**src/rtl/bus_arbiter_pkg.sv**
```systemverilog
// bus_arbiter_pkg: shared bus types and arbiter state encoding
package bus_arbiter_pkg;
  typedef logic [31:0] word_t;
  typedef logic [3:0] byte_mask_t;
  typedef enum logic [1:0] {IDLE, LOCK_D, LOCK_I} arb_state_t;
endpackage

```
**src/rtl/bus_arb_starve_ctr.sv**
```systemverilog
// bus_arb_starve_ctr: saturating count of D wins while I waits
module bus_arb_starve_ctr #(
  parameter int MAX_WAIT = 4
) (
  input  logic clk,
  input  logic rst,
  input  logic inc,
  input  logic clr,
  output logic at_limit
);
  logic [3:0] cnt_q, cnt_d;
  // clear wins over increment; hold once the limit is reached
  always_comb cnt_d = clr ? 4'd0 : (inc && !at_limit) ? cnt_q + 4'd1 : cnt_q;
  assign at_limit = cnt_q == 4'(MAX_WAIT);
  // counter register, cleared asynchronously by the active-low reset
  always_ff @(posedge clk or negedge rst)
    if (!rst) cnt_q <= 4'd0;
    else cnt_q <= cnt_d;
endmodule

```
**src/rtl/bus_arbiter.sv**
```systemverilog
// bus_arbiter: D-over-I fixed priority bus arbiter with grant lock and starvation guard
module bus_arbiter
  import bus_arbiter_pkg::*;
#(
  parameter int MAX_WAIT = 4
) (
  input  logic       clk,
  input  logic       rst,
  input  word_t      d_address,
  input  logic       d_read,
  input  logic       d_write,
  input  word_t      d_data_wr,
  input  byte_mask_t d_mask,
  output logic       d_stall,
  output word_t      d_data_rd,
  output word_t      d_data_rd_2,
  input  word_t      i_address,
  input  logic       i_read,
  input  logic       i_write,
  input  word_t      i_data_wr,
  input  byte_mask_t i_mask,
  output logic       i_stall,
  output word_t      i_data_rd,
  output word_t      i_data_rd_2,
  output word_t      s_address,
  output logic       s_read,
  output logic       s_write,
  output word_t      s_data_wr,
  output byte_mask_t s_mask,
  input  logic       s_stall,
  input  word_t      s_data_rd,
  input  word_t      s_data_rd_2
);
  arb_state_t state_q, state_d;
  logic req_d, req_i, win_i, own_d, own_i, own_req, done, at_limit;
  assign req_d = d_read | d_write;
  assign req_i = i_read | i_write;
  // ownership: locked owner, else same-cycle grant; nobody owns during reset
  always_comb begin
    win_i   = req_i & (~req_d | at_limit);
    own_i   = rst & (state_q == LOCK_I | (state_q == IDLE & win_i));
    own_d   = rst & (state_q == LOCK_D | (state_q == IDLE & req_d & ~win_i));
    own_req = (own_d & req_d) | (own_i & req_i);
    done    = own_req & ~s_stall;
    state_d = (own_req & s_stall) ? (own_d ? LOCK_D : LOCK_I) : IDLE;
  end
  // forward the owner to the slave; idle bus is all zeros
  always_comb begin
    s_address = own_d ? d_address : own_i ? i_address : '0;
    s_read    = own_d ? d_read    : own_i ? i_read    : 1'b0;
    s_write   = own_d ? d_write   : own_i ? i_write   : 1'b0;
    s_data_wr = own_d ? d_data_wr : own_i ? i_data_wr : '0;
    s_mask    = own_d ? d_mask    : own_i ? i_mask    : '0;
    d_stall   = req_d & (own_d ? s_stall : 1'b1);
    i_stall   = req_i & (own_i ? s_stall : 1'b1);
  end
  assign d_data_rd   = s_data_rd;
  assign d_data_rd_2 = s_data_rd_2;
  assign i_data_rd   = s_data_rd;
  assign i_data_rd_2 = s_data_rd_2;
  bus_arb_starve_ctr #(.MAX_WAIT(MAX_WAIT)) u_starve (
    .clk      (clk),
    .rst      (rst),
    .inc      (own_d & done & req_i),
    .clr      ((own_i & done) | ~req_i),
    .at_limit (at_limit)
  );
  // state register, forced to IDLE asynchronously by the active-low reset
  always_ff @(posedge clk or negedge rst)
    if (!rst) state_q <= IDLE;
    else state_q <= state_d;
endmodule

```
**config.mk**
```make
export PLATFORM = sky130hd
export DESIGN_NAME = bus_arbiter
export DESIGN_NICKNAME = d
export VERILOG_FILES = /design/src/rtl/bus_arbiter_pkg.sv /design/src/rtl/bus_arb_starve_ctr.sv /design/src/rtl/bus_arbiter.sv
export SDC_FILE = /design/constraint.sdc
export NUM_CORES = 1
export LEC_CHECK = 0
export CAP_MARGIN = 30
export CORE_AREA = 2 2 157 159
export CTS_CLUSTER_SIZE = 16
export DETAILED_ROUTE_END_ITERATION = 7
export DIE_AREA = 0 0 159 161
export GPL_ROUTABILITY_DRIVEN = 0
export PLACE_DENSITY_LB_ADDON = 0.2
export SYNTH_ARGS = -nofsm -noshare
export SYNTH_HDL_FRONTEND = slang
export SYNTH_SLANG_ARGS = --single-unit
```
**constraint.sdc**
```tcl
create_clock -name clk -period 2.3 [get_ports clk]
set_clock_uncertainty 0.1 [all_clocks]
set_input_delay 0.345 -clock clk [delete_from_list [all_inputs] [get_ports clk]]
set_output_delay 0.345 -clock clk [all_outputs]
set_load 0.05 [all_outputs]
```
==> results.rst, run 1 <==
.. list-table::
   :header-rows: 1

   * - Metric
     - Value
   * - Outcome
     - complete, but fails checks
   * - Failing checks
     - setup timing
   * - I/O pin count
     - around 410
   * - Data required time at the worst endpoint
     - 1860 ps
   * - Grt total ovfl
     - 0
   * - Initial cell density of the core
     - under 10%
   * - Class of the tightest hold or removal check
     - in2async
   * - Worst flop-to-flop path startpoint
     - u_starve.cnt_q[1]
   * - Async set-or-reset flop fraction in the synthesized netlist
     - 100%
   * - VDD IR-drop max
     - 303 uV
   * - Layout area overhead
     - 168%
   * - Final number of hold-violating endpoints
     - 0
   * - Count of final setup violators
     - 70
   * - First-pass DRT Iterations
     - 4
   * - Number of maximum-capacitance violations
     - 0
   * - Syn nets
     - around 470
   * - Clock Sink Count
     - 6
   * - Inserted Diodes
     - 0
   * - Initial antenna violation count
     - 0
   * - Fraction of post-synthesis cell area in the top cell type by area
     - 47.8%
   * - Class of the most critical setup path
     - reg2out
   * - Type of destination of the critical path
     - output pin
   * - Avg WL per Cell
     - approximately 17 um
   * - Number of storage elements in the synthesis netlist
     - 6
   * - Post-synth EDFFs
     - 0
   * - Arrival time of data at the critical path endpoint
     - between 2000 and 2500 ps
   * - Final Net Count
     - ~590
   * - Fill cells
     - approximately 2600
   * - Maximum fanout along the worst path
     - 7
   * - Post-DP HPWL
     - 9.12 mm
   * - # DRC
     - 0
   * - Die outline width
     - approximately 160 um
   * - Sequential standard cell area
     - ~150 um^2
   * - Worst-margin pin slew
     - slightly below 500 ps
   * - Worst Reg-to-Reg Cells
     - 8
   * - Number of violations reported at the end of detailed-routing iteration 0
     - 28
   * - Maximum number of pins on one net before global-route repair
     - 37
   * - Wire length on met1
     - around 4 mm
   * - Count of H-tree levels built during CTS
     - 1
   * - RSZ-0062 raised after global routing
     - true
   * - Met2 WL post-DR
     - between 6 and 7 mm
   * - Total global-route track usage
     - roughly 8.5%
   * - Power density of the placed cells
     - approximately 360 mW/mm^2
   * - Number of buffers on the longest clock path
     - 2
   * - Share of synthesized area occupied by flip-flops and latches
     - just over 7%
   * - Via count of the routed design
     - roughly 2300
   * - Cell leakage power
     - 2.26 nW
   * - Detail Route Antenna Nets
     - 0
   * - Top-count cell post-synth
     - sky130_fd_sc_hd__buf_4
   * - Number of global-route vias before repair
     - roughly 2600
   * - Clock buffers created by TritonCTS
     - 3
   * - Std-Cell Rows
     - 57
   * - Post-synth top flop
     - sky130_fd_sc_hd__dfrtp_1
   * - Worst rel slew slack
     - 67.0%
   * - Overall die area
     - 0.0256 mm^2
   * - Highest clock frequency the design can meet
     - slightly below 400 MHz
   * - Core Area
     - 0.0240 mm^2
   * - Number of buffers added on ports
     - about 210
   * - Number of instances in the synthesized netlist
     - around 260
   * - Global-route wire length before repair
     - roughly 17 mm
   * - Worst reg2reg setup slack
     - between 200 and 300 ps
   * - Max layer used
     - met4
   * - Multi-input logic area
     - 0.00145 mm^2
   * - Mean number of vias per cell
     - about 3.3
   * - Leading cell types by count after synthesis
     - 132 x sky130_fd_sc_hd__buf_4, 70 x sky130_fd_sc_hd__a22o_1, 9 x sky130_fd_sc_hd__buf_2
   * - Netlist cell types
     - 26
   * - Worst reg2reg endpoint
     - u_starve.cnt_q[1]
   * - Cell area after technology mapping
     - just over 0.002 mm^2
   * - Time the final worst path needs with I/O delays and setup
     - 2580 ps
   * - Core Util, Final
     - around 23%
   * - Fraction of the cycle the final worst path needs
     - 112%
   * - Top post-synthesis cells by area
     - sky130_fd_sc_hd__buf_4 48%, sky130_fd_sc_hd__a22o_1 30%, sky130_fd_sc_hd__dfrtp_1 7.2%
   * - Source of the critical timing path
     - u_starve.cnt_q[1]
   * - Overall routed net length
     - between 10 and 15 mm
   * - Slew Limit Fails
     - 0
   * - Number of buffers inserted by hold repair at cts
     - 0
   * - Cell taking the most area after synthesis
     - sky130_fd_sc_hd__buf_4
   * - Smallest setup slack after layout
     - -276 ps
   * - Routed met3 length
     - roughly 1.1 mm
   * - Minimum setup slack after placement
     - -351 ps
   * - Worst-path clk slew
     - approximately 30 ps
   * - Critical path endpoint
     - s_address[8]
   * - Share of final-layout standard cells stronger than drive strength 1
     - 53.6%
   * - Clk root buf
     - sky130_fd_sc_hd__clkbuf_16
   * - Synthesis Warnings
     - 0
   * - Synth Area per Inst
     - roughly 8 um^2
   * - Startpoint Class
     - flip-flop
   * - Die height
     - 161 um
   * - Clock latency reported for the late side of the worst-skew pair
     - 220 ps
   * - Clock tree from TritonCTS
     - yes
-- where the power goes --
| part | leakage, nW | internal, W | total, W | switching, W |
|---|---|---|---|---|
| Combinational | 2.14 | 0.000886 | 0.00159 | 0.000703 |
| Sequential | 0.0817 | 0.000114 | 0.000119 | 0.00000453 |
| Clock | 0.0370 | 0.000223 | 0.000277 | 0.0000547 |
| Total | 2.26 | 0.00122 | 0.00199 | 0.000762 |
-- final cells by class --
type	count	area share (%)
clock buffer	3	1.35
inverter	6	0.405
multi-input combinational	104	26.1
sequential	6	2.70
tap	324	7.30
timing repair buffer	258	62.2
-- cell usage in the layout (no fill, tap or decap), types with 2 or more instances in the layout --
cell / netlist / layout
sky130_fd_sc_hd__a21oi_4: 0 / 2
sky130_fd_sc_hd__a22o_1: 70 / 2
sky130_fd_sc_hd__a22o_2: 0 / 11
sky130_fd_sc_hd__a22o_4: 0 / 57
sky130_fd_sc_hd__and3_1: 2 / 2
sky130_fd_sc_hd__buf_12: 0 / 79
sky130_fd_sc_hd__buf_16: 0 / 3
sky130_fd_sc_hd__buf_4: 132 / 19
sky130_fd_sc_hd__buf_6: 2 / 7
sky130_fd_sc_hd__buf_8: 0 / 5
sky130_fd_sc_hd__clkbuf_16: 0 / 6
sky130_fd_sc_hd__clkdlybuf4s50_1: 0 / 140
sky130_fd_sc_hd__dfrtp_1: 6 / 6
sky130_fd_sc_hd__dlygate4sd2_1: 0 / 2
sky130_fd_sc_hd__inv_1: 6 / 5
sky130_fd_sc_hd__nor2_1: 7 / 5
sky130_fd_sc_hd__nor3_1: 3 / 2
sky130_fd_sc_hd__xnor2_1: 2 / 2
-- state kept, by name, indices dropped and copies added, names as in the netlist --
register / cells
state_q: 2
u_starve.cnt_q: 4
-- per-layer routing --
layer | GRT usage [%] | vias to the layer above
met2 | 17.1 | 190
li1 | - | 1048
met1 | 8.21 | 1077
met5 | 0 | -
met3 | 2.98 | 20
met4 | 1.90 | 0
-- worst min-delay path by stage --
stage                                    to  slack [ps]  depth (start not counted)
after detailed placement  u_starve.cnt_q[3]         440                          2
after global placement    u_starve.cnt_q[3]         430                          2
after global routing      u_starve.cnt_q[3]         420                          2
after CTS                 u_starve.cnt_q[3]         390                          2
final                            state_q[1]         420                          2
after floorplan                  state_q[0]         -50                          0
-- logic make-up after synthesis --
logic type,Yosys count,share of synthesized area (%)
AOI/OAI and AO/OA,80,32.9
xor gates and xnor gates,2,0.846
adders and majority gates,2,1.21
buffers and inverters,149,52.2
DFF,6,7.25
muxes,1,0.483
and+or+nand+nor,19,5.13
-- worst max-delay path: stages, from the launching register on --
cell and delay, ps:
sky130_fd_sc_hd__dfrtp_1 340, sky130_fd_sc_hd__inv_1 50, sky130_fd_sc_hd__ha_2 160, sky130_fd_sc_hd__and3b_2 220
sky130_fd_sc_hd__buf_6 120, sky130_fd_sc_hd__o21ai_4 140, sky130_fd_sc_hd__a21oi_4 80, sky130_fd_sc_hd__buf_12 150
sky130_fd_sc_hd__buf_12 130, sky130_fd_sc_hd__clkbuf_16 140, sky130_fd_sc_hd__a22o_2 230, sky130_fd_sc_hd__buf_12 150
-- metrics by stage --
stage | area [um^2] | power, W | cells | TNS (ps) | hold WS [ps]
final | 5560 | 0.00199 | 701 | -14000 | 418
after global routing | 5560 | 0.00207 | 701 | -19840 | 424
after CTS | 5440 | 0.00199 | 699 | -15730 | 388
after detailed placement | 4650 | 0.00150 | 680 | -17720 | 438
after global placement | 4650 | 0.00150 | 680 | -18100 | 431
after floorplan | 2180 | 0.00129 | 259 | -188 | -50.6
-- what timing repair did --
item                       in CTS  in global routing
cloned                          6                  4
setup endpoints to repair      72                 72
buffers inserted               12                  3
gates resized for setup        78                 20
pin swaps                      22                 11
Power figures use the tool's default switching activity.
==> inputs of run 2 (changes only) <==
Settings changed: REMOVE_ABC_BUFFERS set to 1.
==> results.rst, run 2 (synthesis results as in run 1) <==
.. list-table::
   :header-rows: 1

   * - Metric
     - Value
   * - Inserted Diodes
     - 0 (unchanged)
   * - I/O pin count
     - 407 (unchanged)
   * - Final number of hold-violating endpoints
     - 0 (unchanged)
   * - Layout area overhead
     - 149% (was 168%)
   * - Clock buffers created by TritonCTS
     - 3 (unchanged)
   * - Clock Sink Count
     - 6 (unchanged)
   * - Number of maximum-capacitance violations
     - 0 (unchanged)
   * - Cell-by-cell trace of the critical path
     - inv_1, ha_2, and3b_2, a21o_1, a21oi_4, buf_8, buf_12, a22o_1, buf_12 (was inv_1, ha_2, and3b_2, buf_6, o21ai_4, a21oi_4, buf_12, buf_12, clkbuf_16, a22o_2, buf_12)
   * - Post-DP HPWL
     - 16.7 mm (was 9.12 mm)
   * - Outcome
     - complete, but fails checks (unchanged)
   * - Std-Cell Rows
     - 57 (unchanged)
   * - Overall die area
     - 0.0256 mm^2 (unchanged)
   * - Worst-margin pin slew
     - 446 ps (was 491 ps)
   * - Fill cells
     - 2617 (was 2574)
   * - Core Area
     - 0.0240 mm^2 (unchanged)
   * - Worst reg2reg setup slack
     - 350 ps (was 260 ps)
   * - Mean number of vias per cell
     - 3.74 (was 3.33)
   * - Type of destination of the critical path
     - output pin (unchanged)
   * - Die outline width
     - 159 um (unchanged)
   * - Worst Reg-to-Reg Cells
     - 9 (was 8)
   * - Initial antenna violation count
     - 0 (unchanged)
   * - Critical path buffer and inverter count
     - 4 (was 6)
   * - Count of cells along the worst hold path
     - 2
   * - Data required time at the worst endpoint
     - 1860 ps (about the same)
   * - Time the final worst path needs with I/O delays and setup
     - 2500 ps (was 2580 ps)
   * - Clk root buf
     - sky130_fd_sc_hd__clkbuf_16 (unchanged)
   * - Failing checks
     - setup timing (unchanged)
   * - Cell family with most CP delay
     - compound AO/OA/AOI/OAI gates (was buffers and inverters)
   * - Worst flop-to-flop path startpoint
     - u_starve.cnt_q[0] (was u_starve.cnt_q[1])
   * - Class of the tightest hold or removal check
     - reg2reg (was in2async)
   * - Detail Route Antenna Nets
     - 0 (unchanged)
   * - Worst-path clk slew
     - 30 ps (about the same)
   * - Post-layout instance count excluding filler cells
     - 690 (was 701)
   * - Number of buffers inserted by hold repair at cts
     - 0 (unchanged)
   * - RSZ-0062 raised after global routing
     - true (unchanged)
   * - Maximum number of pins on one net before global-route repair
     - 35 (was 37)
   * - Biggest cell delay along the critical path
     - 330 ps (was 340 ps)
   * - Fraction of the cycle the final worst path needs
     - 109% (was 112%)
   * - Clock latency reported for the late side of the worst-skew pair
     - 220 ps (about the same)
   * - Source of the critical timing path
     - u_starve.cnt_q[0] (was u_starve.cnt_q[1])
   * - Most prevalent standard cell on the critical path
     - sky130_fd_sc_hd__buf_12 (unchanged)
   * - Top library cells by usage in the layout, fill and taps aside
     - 140 x sky130_fd_sc_hd__clkdlybuf4s50_1, 76 x sky130_fd_sc_hd__buf_12, 37 x sky130_fd_sc_hd__a22o_4 (was 140 x sky130_fd_sc_hd__clkdlybuf4s50_1, 79 x sky130_fd_sc_hd__buf_12, 57 x sky130_fd_sc_hd__a22o_4)
   * - Number of buffers on the longest clock path
     - 2 (unchanged)
   * - Share of final-layout standard cells stronger than drive strength 1
     - 42.3% (was 53.6%)
   * - Number of violations reported at the end of detailed-routing iteration 0
     - 115 (was 28)
   * - Power density of the placed cells
     - 366 mW/mm^2 (was 357 mW/mm^2)
   * - Worst rel slew slack
     - 69.9% (was 67.0%)
   * - Final Net Count
     - 577 (was 588)
   * - Cell leakage power
     - 2.07 nW (was 2.26 nW)
   * - Class of the most critical setup path
     - reg2out (unchanged)
   * - Arrival time of data at the critical path endpoint
     - 2060 ps (was 2130 ps)
   * - First-pass DRT Iterations
     - 4 (unchanged)
   * - Critical path endpoint
     - s_data_wr[9] (was s_address[8])
   * - Final setup TNS
     - -11040 ps (was -14000 ps)
   * - Initial cell density of the core
     - 8.65% (unchanged)
   * - Largest register FFs
     - 4 (unchanged)
   * - Count of placed standard cells including taps
     - 672 (was 680)
   * - Most common cell after layout, fill and taps aside
     - sky130_fd_sc_hd__clkdlybuf4s50_1 (unchanged)
   * - Core Util, Final
     - 21.5% (was 23.2%)
   * - Count of H-tree levels built during CTS
     - 1 (unchanged)
   * - Critical Path Stages
     - 9 (was 11)
   * - Worst reg2reg endpoint
     - u_starve.cnt_q[1] (unchanged)
   * - Worst-path cell with the longest stage delay
     - sky130_fd_sc_hd__dfrtp_1 (unchanged)
   * - Number of buffers added on ports
     - 214 (unchanged)
   * - Die height
     - 161 um (unchanged)
   * - Via count of the routed design
     - 2580 (was 2335)
   * - # DRC
     - 0 (unchanged)
   * - Slew Limit Fails
     - 0 (unchanged)
   * - Registers with the highest flip-flop counts
     - u_starve.cnt_q x4, state_q x2 (unchanged)
   * - Grt total ovfl
     - 0 (unchanged)
   * - Highest clock frequency the design can meet
     - 400 MHz (was 388 MHz)
   * - Overall routed net length
     - 20.8 mm (was 12.1 mm)
   * - Hold slack
     - 433 ps (was 418 ps)
   * - Total global-route track usage
     - 14.8% (was 8.47%)
   * - Global-route wire length before repair
     - 26.0 mm (was 16.8 mm)
   * - Maximum fanout along the worst path
     - 9 (was 7)
   * - Number of global-route vias before repair
     - 2679 (was 2645)
   * - VDD IR-drop max
     - 175 uV (was 303 uV)
   * - Clock tree from TritonCTS
     - yes (unchanged)
   * - Startpoint Class
     - flip-flop (unchanged)
   * - Avg WL per Cell
     - 30.1 um (was 17.3 um)
   * - Smallest setup slack after layout
     - -203 ps (was -276 ps)
   * - Final Power
     - 0.00189 W (was 0.00199 W)
   * - Register with the highest flop count
     - u_starve.cnt_q (unchanged)
   * - Count of final setup violators
     - 72 (was 70)
-- run 2: stage by stage --
stage               setup WS (ps)  instance area [um^2]
finish                       -203                  5160
global route                 -284                  5160
global placement             -349                  4470
CTS                          -198                  4870
floorplan                   -1230                  1010
detailed placement           -331                  4470
-- run 2: timing repair --
| item | CTS | global route |
|---|---|---|
| hold endpoints to repair | 0 | 0 |
| gates cloned | 4 | 3 |
| resized for setup | 32 | 27 |
| pin swaps | 40 | 15 |
| setup buffers | 7 | 2 |
| setup endpoints to repair | 72 | 72 |
-- run 2: worst min-delay path by stage --
stage / to / from
after global routing: u_starve.cnt_q[3] / u_starve.cnt_q[3]
final: u_starve.cnt_q[3] / u_starve.cnt_q[3]
after floorplan: state_q[0] / rst
after detailed placement: u_starve.cnt_q[3] / u_starve.cnt_q[3]
after CTS: u_starve.cnt_q[3] / u_starve.cnt_q[3]
after global placement: u_starve.cnt_q[3] / u_starve.cnt_q[3]
-- run 2: routing by layer --
metal / wire length [um] / GRT usage [%] / vias to the layer above
li1: - / - / 1017
met1: 6730 / 14.0 / 1121
met2: 7950 / 18.8 / 399
met3: 5250 / 18.9 / 31
met4: 409 / 2.64 / 12
met5: 461 / 11.4 / -
-- run 2: power breakdown --
group	total [W]	switching, W	internal (W)
logic	0.00150	0.000681	0.000815
clock network	0.000274	0.0000516	0.000223
registers	0.000118	0.00000393	0.000114
-- run 2: worst min-delay path, stage by stage, from the launching register on --
cell and delay, ps:
sky130_fd_sc_hd__dfrtp_1 340, sky130_fd_sc_hd__xnor2_1 80, sky130_fd_sc_hd__nor2_1 80
-- run 2: area by class of cell --
type | count | area [um^2] | share of cell area, %
well taps | 324 | 405 | 7.85
multi-input cells | 104 | 1210 | 23.4
flip-flops and latches | 6 | 150 | 2.91
clock buffers | 3 | 75.1 | 1.45
repair buffers | 247 | 3300 | 64.0
inverters | 6 | 22.5 | 0.436
==> inputs of run 3 (changes only) <==
Settings changed: PLACE_DENSITY_LB_ADDON 0.2 to unset.
==> results.rst, run 3 (synthesis results as in run 1) <==
.. list-table::
   :header-rows: 1

   * - Metric
     - Value
   * - Met3 usage
     - 17.7% (was 18.9%)
   * - Failing checks
     - setup timing (unchanged)
   * - Number of buffers inserted by hold repair at cts
     - 0 (unchanged)
   * - Register with the highest flop count
     - u_starve.cnt_q (unchanged)
   * - RSZ-0062 raised after global routing
     - true (unchanged)
   * - Count of final setup violators
     - 69 (was 72)
   * - Slew Limit Fails
     - 0 (unchanged)
   * - Source of the critical timing path
     - u_starve.cnt_q[0] (unchanged)
   * - Via count of the routed design
     - 2611 (was 2580)
   * - Largest register FFs
     - 4 (unchanged)
   * - Number of global-route vias before repair
     - 2689 (was 2679)
   * - Worst-margin pin slew
     - 485 ps (was 446 ps)
   * - Outcome
     - complete, but fails checks (unchanged)
   * - Worst rel slew slack
     - 67.4% (was 69.9%)
   * - Time the final worst path needs with I/O delays and setup
     - 2600 ps (was 2500 ps)
   * - Global routing's busiest layer
     - met2 (was met3)
   * - Overall routed net length
     - 21.6 mm (was 20.8 mm)
   * - Number of violations reported at the end of detailed-routing iteration 0
     - 117 (was 115)
   * - Class of the tightest hold or removal check
     - in2async (was reg2reg)
   * - Avg WL per Cell
     - 30.8 um (was 30.1 um)
   * - Post-DP HPWL
     - 16.7 mm (about the same)
   * - Maximum number of pins on one net before global-route repair
     - 28 (was 35)
   * - Die height
     - 161 um (unchanged)
   * - Hold slack
     - 402 ps (was 433 ps)
   * - Cell leakage power
     - 2.20 nW (was 2.07 nW)
   * - Clock latency reported for the late side of the worst-skew pair
     - 230 ps (was 220 ps)
   * - Share of final-layout standard cells stronger than drive strength 1
     - 44.9% (was 42.3%)
   * - Count of H-tree levels built during CTS
     - 1 (unchanged)
   * - Post-layout instance count excluding filler cells
     - 699 (was 690)
   * - # DRC
     - 0 (unchanged)
   * - Clk root buf
     - sky130_fd_sc_hd__clkbuf_16 (unchanged)
   * - Initial cell density of the core
     - 8.65% (unchanged)
   * - Number of buffers added on ports
     - 214 (unchanged)
   * - Fill cells
     - 2600 (was 2617)
   * - Final Power
     - 0.00199 W (was 0.00189 W)
   * - Count of placed standard cells including taps
     - 673 (was 672)
   * - Post-detailed-placement cell area
     - 0.00448 mm^2 (was 0.00447 mm^2)
   * - Most common cell after layout, fill and taps aside
     - sky130_fd_sc_hd__clkdlybuf4s50_1 (unchanged)
   * - Initial antenna violation count
     - 1 (was 0)
   * - Worst-path clk slew
     - 30 ps (about the same)
   * - Top library cells by usage in the layout, fill and taps aside
     - 140 x sky130_fd_sc_hd__clkdlybuf4s50_1, 80 x sky130_fd_sc_hd__buf_12, 46 x sky130_fd_sc_hd__a22o_4 (was 140 x sky130_fd_sc_hd__clkdlybuf4s50_1, 76 x sky130_fd_sc_hd__buf_12, 37 x sky130_fd_sc_hd__a22o_4)
   * - Type of destination of the critical path
     - output pin (unchanged)
   * - Worst flop-to-flop path startpoint
     - u_starve.cnt_q[0] (unchanged)
   * - Final design instance area without fill
     - 0.00541 mm^2 (was 0.00516 mm^2)
   * - Final number of hold-violating endpoints
     - 0 (unchanged)
   * - Grt total ovfl
     - 0 (unchanged)
   * - Clock Sink Count
     - 6 (unchanged)
   * - Smallest setup slack after layout
     - -302 ps (was -203 ps)
   * - Clock buffers created by TritonCTS
     - 3 (unchanged)
   * - Final Net Count
     - 585 (was 577)
   * - M1 GR Usage
     - 16.4% (was 14.0%)
   * - Data required time at the worst endpoint
     - 1860 ps (about the same)
   * - Core Area
     - 0.0240 mm^2 (unchanged)
   * - VDD IR-drop max
     - 146 uV (was 175 uV)
   * - Sequential standard cell area
     - 150 um^2 (unchanged)
   * - Met2 routing resource usage after global routing
     - 19.6% (was 18.8%)
   * - Worst reg2reg endpoint
     - u_starve.cnt_q[1] (unchanged)
   * - Die outline width
     - 159 um (unchanged)
   * - Overall die area
     - 0.0256 mm^2 (unchanged)
   * - Maximum fanout along the worst path
     - 9 (unchanged)
   * - Class of the most critical setup path
     - reg2out (unchanged)
   * - Clock tree from TritonCTS
     - yes (unchanged)
   * - Mean number of vias per cell
     - 3.74 (about the same)
   * - Detail Route Antenna Nets
     - 0 (unchanged)
   * - Number of maximum-capacitance violations
     - 0 (unchanged)
   * - Worst Reg-to-Reg Cells
     - 7 (was 9)
   * - Power density of the placed cells
     - 367 mW/mm^2 (was 366 mW/mm^2)
   * - Startpoint Class
     - flip-flop (unchanged)
   * - Multi-input logic area
     - 0.00126 mm^2 (was 0.00121 mm^2)
   * - Std-Cell Rows
     - 57 (unchanged)
   * - Fraction of the cycle the final worst path needs
     - 113% (was 109%)
   * - I/O pin count
     - 407 (unchanged)
   * - Registers with the highest flip-flop counts
     - u_starve.cnt_q x4, state_q x2 (unchanged)
   * - Layout area overhead
     - 161% (was 149%)
   * - Number of buffers on the longest clock path
     - 2 (unchanged)
   * - First-pass DRT Iterations
     - 4 (unchanged)
   * - Highest clock frequency the design can meet
     - 384 MHz (was 400 MHz)
   * - Global-route wire length before repair
     - 26.9 mm (was 26.0 mm)
   * - Worst reg2reg setup slack
     - 310 ps (was 350 ps)
   * - Total global-route track usage
     - 15.5% (was 14.8%)
   * - Arrival time of data at the critical path endpoint
     - 2160 ps (was 2060 ps)
## run 3: cell types whose count changed in the layout (fill, tap and decap cells not counted), sizes merged
cell and change:
diode +1, buf +7, clkbuf +1
## run 3: worst max path at each step
stage                                to  slack [ps]  cells past startpoint
after floorplan            s_address[0]       -1230                      6
after global placement    s_address[19]        -460                      7
after detailed placement   s_address[7]        -430                      7
after CTS                  s_data_wr[1]        -290                     10
after global routing      s_data_wr[19]        -370                     10
final                      s_address[3]        -300                     10
## run 3: worst max-delay path: stages (launching register included)
cell	delay (ps)
sky130_fd_sc_hd__dfrtp_1	340
sky130_fd_sc_hd__inv_1	50
sky130_fd_sc_hd__ha_2	170
sky130_fd_sc_hd__and3b_2	240
sky130_fd_sc_hd__a21o_1	180
sky130_fd_sc_hd__a21oi_4	180
sky130_fd_sc_hd__buf_12	150
sky130_fd_sc_hd__buf_12	120
sky130_fd_sc_hd__buf_16	140
sky130_fd_sc_hd__a22o_1	200
sky130_fd_sc_hd__buf_12	150
## run 3: cell type report
cell class	count	area share (%)
multi-input cells	104	23.4
inverters	6	0.416
flip-flops and latches	6	2.77
diodes	1	0.0462
well taps	324	7.49
clock buffers	3	1.39
repair buffers	255	64.5
## run 3: report_power, final
group	switching, W	internal, W
clock network	0.0000534	0.000223
logic	0.000714	0.000879
registers	0.00000388	0.000114
total	0.000771	0.00122
## run 3: through the flow
step                setup TNS [ps]  worst slack (ps)  utilization, %
CTS                         -17670              -291            21.3
global placement            -20660              -455            18.7
detailed placement          -19710              -429            18.7
floorplan                   -84580             -1230               -
finish                      -16610              -302            22.6
global route                -21430              -368            22.6
## run 3: repair_timing
item                                    4_1_cts  5_1_grt
buffers inserted                             11        3
endpoints found under the setup margin       71       72
gates resized for setup                      39       31
pin swaps                                    46       22
cloned                                        7        4
## run 3: metal layers
layer,part of all wire [%],vias up
met5,1.8,-
met4,0.86,12
met3,22,23
met2,38,344
met1,37,1194
li1,-,1038
